<file path="config.mk">
export PLATFORM = sky130hd
export DESIGN_NAME = capture_ctrl_flat
export DESIGN_NICKNAME = d
export VERILOG_FILES = /design/src/rtl/capture_ctrl_if.sv /design/src/rtl/capture_ctrl.sv /design/src/flat_wrapper.sv
export SDC_FILE = /design/constraint.sdc
export NUM_CORES = 1
export LEC_CHECK = 0
export BUFFER_PORTS_ARGS = -buffer_cell sky130_fd_sc_hd__clkbuf_2
export CAP_MARGIN = 0
export CORE_MARGIN = 2
export CORE_UTILIZATION = 50
export CTS_CLUSTER_DIAMETER = 120
export CTS_CLUSTER_SIZE = 30
export DETAILED_ROUTE_END_ITERATION = 8
export PLACE_DENSITY = 0.78
export SYNTH_ARGS = -nofsm -noshare
export SYNTH_HDL_FRONTEND = slang
export SYNTH_SLANG_ARGS = --single-unit
export TNS_END_PERCENT = 50
</file>
<file path="constraint.sdc">
create_clock -name clk -period 3 [get_ports clk]
set_input_delay 0.3 -clock clk [delete_from_list [all_inputs] [get_ports clk]]
set_output_delay 0.3 -clock clk [all_outputs]
set_load 0.05 [all_outputs]
</file>
<file path="src/rtl/capture_ctrl_if.sv">
// RAM-side bus of the capture controller: shared channel-RAM strobes plus the
// host readback request/valid handshake.
interface capture_ctrl_if #(
  parameter int AW = 9
) ();
  logic          en;
  logic          we;
  logic [AW-1:0] addr;
  logic          rd_req;
  logic [AW-1:0] rd_idx;
  logic          rd_valid;

  // Controller side: drives the RAM strobes, receives host read requests.
  modport master (
    output en, we, addr, rd_valid,
    input  rd_req, rd_idx
  );

  // RAM/host side.
  modport slave (
    input  en, we, addr, rd_valid,
    output rd_req, rd_idx
  );
endinterface

</file>
<file path="src/rtl/capture_ctrl.sv">
// Capture sequencer: fills a circular sample buffer around a trigger event
// with a programmable pre-trigger depth, then arbitrates host readback in
// chronological order (index 0 = oldest sample).
module capture_ctrl #(
  parameter int AW    = 9,
  parameter int DEPTH = 512,
  parameter int DECW  = 4
) (
  input  logic            clk,
  input  logic            rst,
  input  logic            start_capture,
  input  logic            abort,
  input  logic [AW-1:0]   trig_pos,
  input  logic [DECW-1:0] decimate,
  input  logic            trig_src,
  input  logic            trig_edge,
  input  logic            force_trig,
  input  logic            trig1,
  input  logic            trig2,
  capture_ctrl_if.master  ram,
  output logic            armed,
  output logic            triggered,
  output logic            capture_done,
  output logic [AW-1:0]   trig_addr
);

  typedef enum logic [2:0] {
    S_IDLE     = 3'd0,
    S_PRETRIG  = 3'd1,
    S_ARMED    = 3'd2,
    S_POSTTRIG = 3'd3,
    S_DONE     = 3'd4
  } state_t;

  localparam logic [AW-1:0]   ONE_AW   = {{(AW-1){1'b0}}, 1'b1};
  localparam logic [AW:0]     ONE_POST = {{AW{1'b0}}, 1'b1};
  localparam logic [DECW-1:0] ONE_DEC  = {{(DECW-1){1'b0}}, 1'b1};
  localparam logic [AW:0]     DEPTH_W  = (AW+1)'(DEPTH);

  state_t          r_state;
  logic            r_en;
  logic            r_we;
  logic [AW-1:0]   r_addr;
  logic            r_rd_valid;
  logic            r_armed;
  logic            r_triggered;
  logic            r_done;
  logic [AW-1:0]   r_trig_addr;
  logic [AW-1:0]   r_wr_ptr;
  logic [AW-1:0]   r_pre_cnt;
  logic [AW:0]     r_post_cnt;
  logic [DECW-1:0] r_div_cnt;
  logic [AW-1:0]   r_trig_pos_l;
  logic [DECW-1:0] r_dec_l;
  logic            r_src_l;
  logic            r_edge_l;
  // [0],[1] = synchronizer stages, [2] = previous synchronized value
  logic [2:0]      r_t1_sync;
  logic [2:0]      r_t2_sync;

  logic            w_sel_cur;
  logic            w_sel_prev;
  logic            w_edge;
  logic            w_event;
  logic            w_tick;
  logic            w_sampling;
  logic [AW-1:0]   w_wr_ptr_inc;
  logic [AW-1:0]   w_pre_inc;
  logic [AW-1:0]   w_rd_addr;
  logic [AW:0]     w_post_init;

  assign w_tick       = (r_div_cnt == {DECW{1'b0}});
  assign w_sampling   = (r_state == S_PRETRIG) || (r_state == S_ARMED) ||
                        (r_state == S_POSTTRIG);
  assign w_wr_ptr_inc = r_wr_ptr + ONE_AW;
  assign w_pre_inc    = r_pre_cnt + ONE_AW;
  // Oldest sample sits trig_pos entries before the trigger sample; AW-bit math wraps mod DEPTH.
  assign w_rd_addr    = r_trig_addr - r_trig_pos_l + ram.rd_idx;
  assign w_post_init  = DEPTH_W - {1'b0, r_trig_pos_l};

  // Select the latched trigger source and detect the latched edge polarity.
  always_comb begin
    w_sel_cur  = 1'b0;
    w_sel_prev = 1'b0;
    if (r_src_l) begin
      w_sel_cur  = r_t2_sync[1];
      w_sel_prev = r_t2_sync[2];
    end else begin
      w_sel_cur  = r_t1_sync[1];
      w_sel_prev = r_t1_sync[2];
    end
    if (r_edge_l) begin
      w_edge = w_sel_prev & ~w_sel_cur;
    end else begin
      w_edge = ~w_sel_prev & w_sel_cur;
    end
    w_event = w_edge | force_trig;
  end

  // Two-flop synchronizers for the asynchronous comparator outputs plus history flop.
  always_ff @(posedge clk) begin
    if (rst) begin
      r_t1_sync <= 3'b000;
      r_t2_sync <= 3'b000;
    end else begin
      r_t1_sync <= {r_t1_sync[1:0], trig1};
      r_t2_sync <= {r_t2_sync[1:0], trig2};
    end
  end

  // Capture FSM with registered RAM strobes and status flags.
  always_ff @(posedge clk) begin
    if (rst) begin
      r_state      <= S_IDLE;
      r_en         <= 1'b0;
      r_we         <= 1'b0;
      r_addr       <= {AW{1'b0}};
      r_rd_valid   <= 1'b0;
      r_armed      <= 1'b0;
      r_triggered  <= 1'b0;
      r_done       <= 1'b0;
      r_trig_addr  <= {AW{1'b0}};
      r_wr_ptr     <= {AW{1'b0}};
      r_pre_cnt    <= {AW{1'b0}};
      r_post_cnt   <= {(AW+1){1'b0}};
      r_div_cnt    <= {DECW{1'b0}};
      r_trig_pos_l <= {AW{1'b0}};
      r_dec_l      <= {DECW{1'b0}};
      r_src_l      <= 1'b0;
      r_edge_l     <= 1'b0;
    end else if (abort) begin
      // Abort beats start and trigger; the buffer contents are abandoned.
      r_state     <= S_IDLE;
      r_en        <= 1'b0;
      r_we        <= 1'b0;
      r_rd_valid  <= 1'b0;
      r_armed     <= 1'b0;
      r_triggered <= 1'b0;
      r_done      <= 1'b0;
    end else begin
      r_en       <= 1'b0;
      r_we       <= 1'b0;
      // Only readback produces en without we, so data is valid the cycle after.
      r_rd_valid <= r_en & ~r_we;
      if (w_sampling) begin
        if (w_tick) begin
          r_div_cnt <= r_dec_l;
          r_en      <= 1'b1;
          r_we      <= 1'b1;
          r_addr    <= r_wr_ptr;
          r_wr_ptr  <= w_wr_ptr_inc;
        end else begin
          r_div_cnt <= r_div_cnt - ONE_DEC;
        end
      end
      case (r_state)
        S_IDLE, S_DONE: begin
          if (start_capture) begin
            r_trig_pos_l <= trig_pos;
            r_dec_l      <= decimate;
            r_src_l      <= trig_src;
            r_edge_l     <= trig_edge;
            r_div_cnt    <= decimate;
            r_wr_ptr     <= {AW{1'b0}};
            r_pre_cnt    <= {AW{1'b0}};
            r_done       <= 1'b0;
            r_triggered  <= 1'b0;
            if (trig_pos == {AW{1'b0}}) begin
              r_state <= S_ARMED;
              r_armed <= 1'b1;
            end else begin
              r_state <= S_PRETRIG;
              r_armed <= 1'b0;
            end
          end else if ((r_state == S_DONE) && ram.rd_req) begin
            r_en   <= 1'b1;
            r_we   <= 1'b0;
            r_addr <= w_rd_addr;
          end
        end
        S_PRETRIG: begin
          if (w_tick) begin
            r_pre_cnt <= w_pre_inc;
            if (w_pre_inc == r_trig_pos_l) begin
              r_state <= S_ARMED;
              r_armed <= 1'b1;
            end
          end
        end
        S_ARMED: begin
          if (w_event) begin
            // A coincident write consumes the current pointer; the trigger sample is the next one.
            r_trig_addr <= w_tick ? w_wr_ptr_inc : r_wr_ptr;
            r_post_cnt  <= w_post_init;
            r_state     <= S_POSTTRIG;
            r_armed     <= 1'b0;
            r_triggered <= 1'b1;
          end
        end
        S_POSTTRIG: begin
          if (w_tick) begin
            r_post_cnt <= r_post_cnt - ONE_POST;
            if (r_post_cnt == ONE_POST) begin
              r_state <= S_DONE;
              r_done  <= 1'b1;
            end
          end
        end
        default: begin
          r_state     <= S_IDLE;
          r_armed     <= 1'b0;
          r_triggered <= 1'b0;
          r_done      <= 1'b0;
        end
      endcase
    end
  end

  assign ram.en       = r_en;
  assign ram.we       = r_we;
  assign ram.addr     = r_addr;
  assign ram.rd_valid = r_rd_valid;
  assign armed        = r_armed;
  assign triggered    = r_triggered;
  assign capture_done = r_done;
  assign trig_addr    = r_trig_addr;

endmodule
</file>
<file path="src/flat_wrapper.sv">
// flat-port wrapper written by rule: the top's interface ports become plain ports
module capture_ctrl_flat 
#(
  parameter int AW    = 9,
  parameter int DEPTH = 512,
  parameter int DECW  = 4
)
  (clk, rst, start_capture, abort, trig_pos, decimate, trig_src, trig_edge, force_trig, trig1, trig2, armed, triggered, capture_done, trig_addr, ram_en, ram_we, ram_addr, ram_rd_valid, ram_rd_req, ram_rd_idx);
  capture_ctrl_if #(.AW(AW)) ram_i ();
  input  logic clk;
  input  logic rst;
  input  logic start_capture;
  input  logic abort;
  input  logic [AW-1:0] trig_pos;
  input  logic [DECW-1:0] decimate;
  input  logic trig_src;
  input  logic trig_edge;
  input  logic force_trig;
  input  logic trig1;
  input  logic trig2;
  output logic armed;
  output logic triggered;
  output logic capture_done;
  output logic [AW-1:0] trig_addr;
  output wire logic [$bits(ram_i.en)-1:0] ram_en;
  output wire logic [$bits(ram_i.we)-1:0] ram_we;
  output wire logic [$bits(ram_i.addr)-1:0] ram_addr;
  output wire logic [$bits(ram_i.rd_valid)-1:0] ram_rd_valid;
  input wire logic [$bits(ram_i.rd_req)-1:0] ram_rd_req;
  input wire logic [$bits(ram_i.rd_idx)-1:0] ram_rd_idx;
  assign ram_en = ram_i.en;
  assign ram_we = ram_i.we;
  assign ram_addr = ram_i.addr;
  assign ram_rd_valid = ram_i.rd_valid;
  assign ram_i.rd_req = ram_rd_req;
  assign ram_i.rd_idx = ram_rd_idx;
  capture_ctrl #(.AW(AW), .DEPTH(DEPTH), .DECW(DECW)) u_core (.clk(clk), .rst(rst), .start_capture(start_capture), .abort(abort), .trig_pos(trig_pos), .decimate(decimate), .trig_src(trig_src), .trig_edge(trig_edge), .force_trig(force_trig), .trig1(trig1), .trig2(trig2), .ram(ram_i), .armed(armed), .triggered(triggered), .capture_done(capture_done), .trig_addr(trig_addr));
endmodule
</file>
-- Word-level counts from Yosys, hierarchy flattened
Cells that the tools add are included.
- $add $sub $neg: 7
- equal/unequal tests: 12
- multiplexer cells: 50
- bitwise gates (word level): 11
- reduce and logical (&&, ||, !) cells: 20
- operators by type and width (cell ; number):
    $mux W9 ; 11
    $mux W1 ; 20
    $mux W10 ; 2
    $pmux W10 S2 ; 1
    $add A9 B1 Y9 const B ; 2
    $mux W3 ; 6
    $pmux W9 S2 ; 1
    $mux W4 ; 4
    $pmux W3 S4 ; 1
    $reduce_and A4 Y1 ; 3
    $eq A10 B1 Y1 const B ; 1
    $sub A10 B1 Y10 const B ; 1
    $sub A10 B9 Y10 const A ; 1
    $add A9 B9 Y9 ; 1
    $eq A9 B9 Y1 ; 1
    $logic_not A9 Y1 ; 1
    $reduce_and A3 Y1 ; 3
    $sub A9 B9 Y9 ; 1
    $reduce_or A2 Y1 ; 4
    $not A1 Y1 ; 7
    $eq A3 B2 Y1 const B ; 2
    $ne A2 B1 Y1 const B ; 3
    $ne A2 B2 Y1 const B ; 3
    $pmux W1 S3 ; 2
    14 further kinds ; 18
- register bits: 80
- input bits: 32
- output and inout bits: 24
- word-level logic and storage cells: 119

-- Longest topological paths before layout
Gate-level depths: netlist of run 1.
- word-level depth: 7
- mapped depth: 12
- depth with buffers taken out: 12

-- Least setup slack after synthesis of run 1
Ideal clock, no wire load.
- path kind: register to register
- start: register u_core.r_trig_addr[1], in the netlist u_core.trig_addr[1]
- end: register u_core.r_addr[8], in the netlist u_core.ram.addr[8]
- setup time: 114 ps
- arrival time: 3030 ps
- data required time: 2886 ps
- slack: -144 ps
- cell stages (with the launch flop): 12
- path buffers: 0
- clock period less this slack: 3144 ps
- cell sequence: dfxtp_1 inv_1 fa_1 inv_1 fa_1 a21o_1 a21oi_1 o21bai_1 a2111oi_0 or3_1 a31oi_1 a21o_1
- cells in the longest elaborated chain, start to end: 5
- ends and longest elaborated chain (what ; RTL line ; RTL):
    start, declared ; capture_ctrl.sv:48 ; logic [AW-1:0] r_trig_addr;
    start signal, assigned ; capture_ctrl.sv:122 ; r_trig_addr <= {AW{1'b0}};
    start signal, assigned ; capture_ctrl.sv:193 ; r_trig_addr <= w_tick ? w_wr_ptr_inc : r_wr_ptr;
    $sub A9 B9 Y9 ; capture_ctrl.sv:78 ; assign w_rd_addr = r_trig_addr - r_trig_pos_l + ram.rd_idx;
    $add A9 B9 Y9 ; capture_ctrl.sv:78 ;
    $mux W9 ; capture_ctrl.sv:175 ; end else if ((r_state == S_DONE) && ram.rd_req) begin
    $mux W9 ; capture_ctrl.sv:158 ; if (start_capture) begin
    $mux W9 ; capture_ctrl.sv:156 ; case (r_state)
    end signal, assigned ; capture_ctrl.sv:117 ; r_addr <= {AW{1'b0}};
    end signal, assigned ; capture_ctrl.sv:150 ; r_addr <= r_wr_ptr;
    end signal, assigned ; capture_ctrl.sv:178 ; r_addr <= w_rd_addr;
    end, declared ; capture_ctrl.sv:43 ; logic [AW-1:0] r_addr;
Every way passes these cells.
A chain may end at the register's enable or synchronous reset.

-- Worst setup path in the final report of run 1
Ends and elaborated chain as after synthesis.

==> out/metrics.csv, run 1 <==
metric,value,unit
run status,"complete, no violations",
Synth Area in Adders,7.22,%
internal power,1.61,mW
class of the tightest hold or removal check,input pin to flop,
die boundary width,102,um
number of nets in the final layout,720,
"Clk Latency, worst-skew pair",0.37,ns
synthesized netlist net count,673,
iteration count of the initial detailed-routing pass,6,
leakage component of the power,2.14,nW
CP max stage cell,fa_1,
number of design-rule violations left by the first detailed-router iteration,335,
placer congestion estimate,0.988,
via count,4504,
final clock period utilization by the worst path,91.9,%
unrepaired setup endpoints after global routing,no,
mean instance size in the synthesized netlist,7.80,um2
power density relative to cell area,450,nW/um2
achievable clock frequency,0.363,GHz
CP endpoint kind,flop,
fraction of the mapped netlist area in compound gates,21.1,%
category of cells accounting for the largest share of critical-path delay,compound AO/OA/AOI/OAI gates,
"commonest non-fill, non-tap cell in the layout",nor2_1,
count of yosys warnings during synthesis,0,
Initial Util,51.9,%
post-CTS setup repair buffer count,0,
kind of critical path,flop to flop,
Switching Fraction,33.5,%
post-synthesis cell count,618,
CTS HTree Levels,3,
number of hold violations in the final report,0,
Hold Startpoint,trig2,
final count of pins violating max slew,0,
Comb pwr share,21.4,%
WL per Instance,15.4,um
cells along the critical path,inv_1 -> fa_1 -> inv_1 -> fa_1 -> a21o_1 -> a21oi_1 -> o21bai_1 -> a2111oi_2 -> or3_1 -> a31oi_1 -> a21o_1,
Root Buffer Master,clkbuf_8,
number of antenna violations at the first check in global routing,0,
pin count of the biggest net entering global routing,69,
Ant. Diodes,0,
wire length of the first global-routing pass,20200,um
dpl hpwl,9100,um
Clk pwr share,32.3,%
total cell area at the placement stage,5210,um2
"antenna viol nets, final",0,
number of cell rows,35,
CP Buf/Inv Count,2,
total gr overflow,0,
dominant synthesized flop cell,dfxtp_1,
ys async rst share,0,%
worst setup path startpoint,u_core.trig_addr[1]$_SDFFE_PP0P_,
slew at the pin closest to its max-slew limit,0.792,ns
final setup skew,0.00994,ns
Netlist Area Pre-Place,4820,um2
Synth Area in XOR/XNOR,6.54,%
max-capacitance violation count,0,
mux contribution to synthesized area,0.831,%
total clock buffers created by CTS,9,
count of cell types in the netlist,67,
share of the yosys chip area belonging to registers,33.2,%
sequential fraction of design power,46.3,%
Simple-Gate Fraction of Synth Area,24.3,%
type of element launching the critical path,flop,
clock period minus worst slack,2.76,ns
critical path data arrival time,3.03,ns
final routed DRC violation total,0,
count of state elements after synthesis,80,
number of clock sinks,80,
final setup vio count,0,
Fill cells,864,
Area growth syn-to-layout,12.0,%
I/O pin total,56,
global-route usage over all layers,24.5,%
maximum cell stage delay along the critical path,0.49,ns
clock transition at the registers of the reported paths,0.09,ns
main combinational cell family by area after synthesis,simple AND/OR/NAND/NOR gates,
Die Area,10400,um2
startpoint of the worst register-to-register path,u_core.trig_addr[1]$_SDFFE_PP0P_,
Max IR drop VDD,0.000363,V
cell area after layout,5400,um2
clock tree from TritonCTS,yes,
core footprint,9280,um2
data required time at the worst endpoint,3.27,ns
maximum root-to-sink buffer count,2,
routed wire length,12300,um
aggregate negative setup slack,0,ns
most used cells in the layout excluding fill and tap cells,"nor2_1, dfxtp_1, nand2_1, a21oi_1, clkbuf_2",
maximum net fanout on the critical path,3,
via count of the first global-routing pass,4253,
quantity of I/O buffers inserted on ports,55,
Die Y,102,um
via count normalized by instance count,5.64,
most area-consuming cells after synthesis,"dfxtp_1, nor2_1, a21oi_1",
Yosys top cell by area,dfxtp_1,
switching pwr,0.815,mW
share of final-layout standard cells stronger than drive strength 1,15.4,%
"EDFF count, synth",0,
worst slew slack as a fraction of its limit,47.0,%
Yosys top cell area share,33.2,%
[cell type report]
| class | count | area, um2 | share of cell area, % |
|---|---|---|---|
| Clock buffer | 9 | 124 | 2.29 |
| Clock inverter | 7 | 60.1 | 1.11 |
| Inverter | 47 | 176 | 3.27 |
| Multi-Input combinational cell | 458 | 2900 | 53.6 |
| Sequential cell | 80 | 1600 | 29.7 |
| Tap cell | 129 | 161 | 2.99 |
| Timing Repair Buffer | 69 | 380 | 7.04 |
[registers in the layout (all words and copies together), names as in the netlist, 4 cells and up]
name,flops
u_core.r_wr_ptr,9
u_core.r_post_cnt,10
u_core.r_trig_pos_l,9
u_core.r_dec_l,4
u_core.trig_addr,9
u_core.ram.addr,9
u_core.r_pre_cnt,9
u_core.r_div_cnt,4
[synth_stat cells (3+ instances only)]
| cell | n |
|---|---|
| dfxtp_1 | 80 |
| nor2_1 | 80 |
| nand2_1 | 70 |
| a21oi_1 | 59 |
| inv_1 | 47 |
| o21ai_0 | 30 |
| xnor2_1 | 25 |
| clkbuf_1 | 21 |
| ha_1 | 15 |
| nand3_1 | 13 |
| nor3_1 | 11 |
| xor2_1 | 11 |
| a211oi_1 | 10 |
| a22oi_1 | 9 |
| a21o_1 | 8 |
| fa_1 | 8 |
| nor2b_1 | 8 |
| nor4_1 | 7 |
| nand2b_1 | 6 |
| o22ai_1 | 6 |
| or3_1 | 6 |
| a31oi_1 | 5 |
| buf_2 | 5 |
| o21ai_1 | 5 |
| or4_1 | 5 |
| mux2i_1 | 4 |
| nor3b_1 | 4 |
| and3_1 | 3 |
| clkbuf_2 | 3 |
| or2_2 | 3 |
[timing repair]
item                                    in CTS  in global routing
hold buffers                                 0                  0
endpoints found under the setup margin       0                  1
resized for setup                            0                  2
[layer usage]
| layer | GRT usage, % | wire, um | share of wire [%] | up-vias |
|---|---|---|---|---|
| met5 | 0 | 0 | 0 | - |
| met4 | 9.03 | 340 | 2.8 | 0 |
| met3 | 3.63 | 717 | 5.8 | 23 |
| met2 | 40.9 | 5910 | 48 | 159 |
| met1 | 32.2 | 5320 | 43 | 2094 |
| li1 | - | - | - | 2228 |
[worst paths after layout]
path | cells past startpoint | slack, ns | endpoint
max | 11 | 0.24 | u_core.ram.addr[8]$_SDFFE_PP0N_
min | 2 | 0.14 | u_core.r_t2_sync[0]$_SDFF_PP0_
max reg2reg | 11 | 0.24 | u_core.ram.addr[8]$_SDFFE_PP0N_
min reg2reg | 1 | 0.43 | u_core.ram.rd_valid$_SDFF_PP0_
[per-stage QoR]
stage               worst slack (ns)  util, %  power, mW  std cells  hold WS, ns
floorplan                    0.00972        -       1.52        618        0.414
global placement              0.0594     56.1       1.65        783        0.410
detailed placement           -0.0241     56.1       1.65        783        0.409
CTS                           0.0610     58.1       2.43        799        0.136
global route                  0.0156     58.2       2.54        799        0.140
finish                         0.242     58.2       2.43        799        0.141
[power by group through the flow]
stage	sequential (mW)	clock (mW)	combinational, mW
final	1.12	0.785	0.520
after global routing	1.13	0.842	0.574
after global placement	1.15	0	0.498
after CTS	1.12	0.800	0.508
after floorplan	1.16	0	0.358
after detailed placement	1.15	0	0.505
[kinds of logic after synthesis]
kind of cell | count (synthesis)
compound gates | 158
xor+xnor | 36
fa+ha+maj | 23
buf+inv | 80
flops | 80
mux | 4
simple gates | 237
[worst register-to-register path, stage by stage, from the launching register on]
cell and delay [ns]:
dfxtp_2 0.35, inv_1 0.05, fa_1 0.49, inv_1 0.07, fa_1 0.45, a21o_1 0.19, a21oi_1 0.18, o21bai_1 0.12
a2111oi_2 0.35, or3_1 0.17, a31oi_1 0.07, a21o_1 0.17
No activity file was read; power rests on OpenSTA's default activity.
==> run 2, diff against run 1 <==
Settings changed: PLACE_DENSITY 0.78 to not set, PLACE_DENSITY_LB_ADDON set to 0.12, SLEW_MARGIN set to 5.
Clock period 3 ns to 3.6 ns, I/O delays scaled along.
==> run 2 against run 1 <==
Against the previous run: count of clock-buffer cells in the layout unchanged; hold slack improved by 0.075 ns; clock skew up 0.0010 ns; core utilization decreased by 0.62 points; sequential power is 16% lower; cell area shrank 1.1%; critical path depth did not move; power shrank 14%; maximum frequency is 7.2% lower; combinational power fell by 21%; critical endpoint unchanged; largest cell class unchanged; largest power group unchanged.
==> out/metrics.csv, run 2 (synthesis results as in run 1) <==
metric,value,unit,change
core footprint,9280,um2,unchanged
power density relative to cell area,392,nW/um2,-13%
area of combinational cells with multiple inputs,2890,um2,-0.22%
kind of critical path,flop to flop,,
Comb pwr share,19.6,%,-1.8 points
type of element launching the critical path,flop,,
Post-CTS Resized,0,,unchanged
Hold Startpoint,trig2,,
maximum root-to-sink buffer count,2,,unchanged
I/O pin total,56,,unchanged
worst slew slack as a fraction of its limit,36.2,%,-11 points
total clock buffers created by CTS,9,,unchanged
global-route usage over all layers,24.7,%,+0.16 points
number of nets in the final layout,709,,-1.5%
WL per Instance,15.5,um,+1.1%
Fill cells,912,,+5.6%
sequential cell area,1600,um2,about the same
number of antenna violations at the first check in global routing,0,,unchanged
quantity of I/O buffers inserted on ports,55,,unchanged
Die Y,102,um,unchanged
"Clk Latency, worst-skew pair",0.35,ns,-0.02 ns
class of the tightest hold or removal check,input pin to flop,,
leakage component of the power,2.08,nW,-2.5%
sequential fraction of design power,45.1,%,-1.2 points
final core utilization,57.6,%,-0.62 points
maximum cell stage delay along the critical path,0.51,ns,+0.02 ns
wire length of the first global-routing pass,20400,um,+0.92%
via count,4430,,-1.6%
cell depth of the worst hold path,2,,unchanged
slew at the pin closest to its max-slew limit,0.953,ns,+0.161 ns
CP max stage cell,fa_1,,
post-CTS setup repair buffer count,0,,unchanged
switching pwr,0.637,mW,-22%
number of clock sinks,80,,unchanged
Initial Util,51.9,%,unchanged
via count normalized by instance count,5.63,,-0.14%
# hold bufs at CTS,0,,unchanged
total gr overflow,0,,unchanged
number of hold violations in the final report,0,,unchanged
final count of pins violating max slew,0,,unchanged
aggregate negative setup slack,0,ns,unchanged
Area growth syn-to-layout,10.8,%,
data required time at the worst endpoint,3.85,ns,+0.58 ns
clock tree from TritonCTS,yes,,
cell count of the worst reg-to-reg path,11,,unchanged
Root Buffer Master,clkbuf_8,,
iteration count of the initial detailed-routing pass,4,,-2
R2R Path End,u_core.ram.addr[8]$_SDFFE_PP0N_,,
number of design-rule violations left by the first detailed-router iteration,221,,-34%
worst hold path endpoint,u_core.r_t2_sync[0]$_SDFF_PP0_,,
via count of the first global-routing pass,4212,,-0.96%
startpoint of the worst register-to-register path,u_core.trig_addr[1]$_SDFFE_PP0P_,,
flip-flop count of the largest register after layout,10,,unchanged
Ant. Diodes,0,,unchanged
CTS HTree Levels,3,,unchanged
routed wire length,12200,um,-0.42%
Reg with most FFs,u_core.r_post_cnt,,
clock transition at the registers of the reported paths,0.09,ns,about the same
number of cell rows,35,,unchanged
placer congestion estimate,0.899,,-8.9%
maximum net fanout on the critical path,3,,unchanged
share of final-layout standard cells stronger than drive strength 1,13.5,%,-1.8 points
final routed DRC violation total,0,,unchanged
"setup slack, reg-to-reg",0.63,ns,+0.39 ns
internal power,1.46,mW,-9.7%
achievable clock frequency,0.337,GHz,-7.2%
critical path data arrival time,3.22,ns,+0.19 ns
pin count of the biggest net entering global routing,54,,-22%
max-capacitance violation count,0,,unchanged
final setup skew,0.0110,ns,+0.00102 ns
Switching Fraction,30.4,%,-3.1 points
Max IR drop VDD,0.000212,V,-41%
Total Power Consumption,2.10,mW,-14%
clock period minus worst slack,2.97,ns,+0.213 ns
cells along the critical path,inv_1 -> fa_1 -> inv_1 -> fa_1 -> a21o_1 -> a21oi_1 -> o21bai_1 -> a2111oi_0 -> or3_1 -> a31oi_1 -> a21o_1,,
dpl hpwl,9050,um,-0.57%
final setup vio count,0,,unchanged
unrepaired setup endpoints after global routing,no,,
Clk pwr share,35.3,%,+3.0 points
Die Area,10400,um2,unchanged
run status,"complete, no violations",,
die boundary width,102,um,unchanged
most used cells in the layout excluding fill and tap cells,"nor2_1, dfxtp_1, nand2_1, a21oi_1, clkbuf_2",,
CP endpoint kind,flop,,
"antenna viol nets, final",0,,unchanged
final clock period utilization by the worst path,82.5,%,-9.4 points
[run 2: cell count changes in the layout (fill, tap and decap cells not counted), moves of 2 or more]
cell        before  now
buf_4           14    3
inv_6            5    1
clkinvlp_4       0    2
bufinv_16        0    2
[run 2: worst max-delay path: cells and delay by family (launching register included)]
family          cells  cell delay (ns)
compound gates      6             1.25
fa+ha+maj           2             0.96
flops               1             0.36
simple gates        1             0.19
buf+inv             2             0.14
[run 2: worst max path at each step]
| stage | start | endpoint | slack, ns | cells past startpoint |
|---|---|---|---|---|
| 6_report | u_core.trig_addr[1]$_SDFFE_PP0P_ | u_core.ram.addr[8]$_SDFFE_PP0N_ | 0.63 | 11 |
| 5_1_grt | u_core.trig_addr[1]$_SDFFE_PP0P_ | u_core.ram.addr[8]$_SDFFE_PP0N_ | 0.40 | 11 |
| 4_1_cts | u_core.trig_addr[1]$_SDFFE_PP0P_ | u_core.ram.addr[8]$_SDFFE_PP0N_ | 0.63 | 11 |
| 3_5_place_dp | ram_rd_idx[1] | u_core.ram.addr[8]$_SDFFE_PP0N_ | 0.52 | 12 |
| 3_3_place_gp | ram_rd_idx[1] | u_core.ram.addr[8]$_SDFFE_PP0N_ | 0.58 | 12 |
| 2_1_floorplan | u_core.trig_addr[1]$_SDFFE_PP0P_ | u_core.ram.addr[8]$_SDFFE_PP0N_ | 0.46 | 11 |
[run 2: power by group through the flow]
| stage | clock [mW] | combinational [mW] | sequential [mW] |
|---|---|---|---|
| 3_5_place_dp | 0 | 0.405 | 0.965 |
| 6_report | 0.739 | 0.411 | 0.945 |
| 4_1_cts | 0.754 | 0.408 | 0.945 |
| 3_3_place_gp | 0 | 0.399 | 0.964 |
| 5_1_grt | 0.788 | 0.460 | 0.948 |
| 2_1_floorplan | 0 | 0.298 | 0.965 |
[run 2: final cells by class]
type / instances / share of cell area [%]
sequential: 80 / 30.0
clock inverter: 6 / 1.73
timing repair buffer: 58 / 5.57
inverter: 47 / 3.30
tap: 129 / 3.02
multi-input combinational: 458 / 54.1
clock buffer: 9 / 2.32
[run 2: stage by stage]
| stage | instance area (um2) | hold WS, ns | worst slack (ns) | std cells |
|---|---|---|---|---|
| after floorplan | 4820 | 0.414 | 0.456 | 618 |
| after global placement | 5130 | 0.415 | 0.577 | 772 |
| after detailed placement | 5130 | 0.423 | 0.525 | 772 |
| after CTS | 5340 | 0.211 | 0.630 | 787 |
| after global routing | 5340 | 0.227 | 0.403 | 787 |
| final | 5340 | 0.216 | 0.629 | 787 |
[run 2: metal layers]
layer,GRT usage (%),routed length [um]
met2,40.6,5810
met4,6.87,176
met5,0,0
met3,3.01,586
met1,34.3,5660
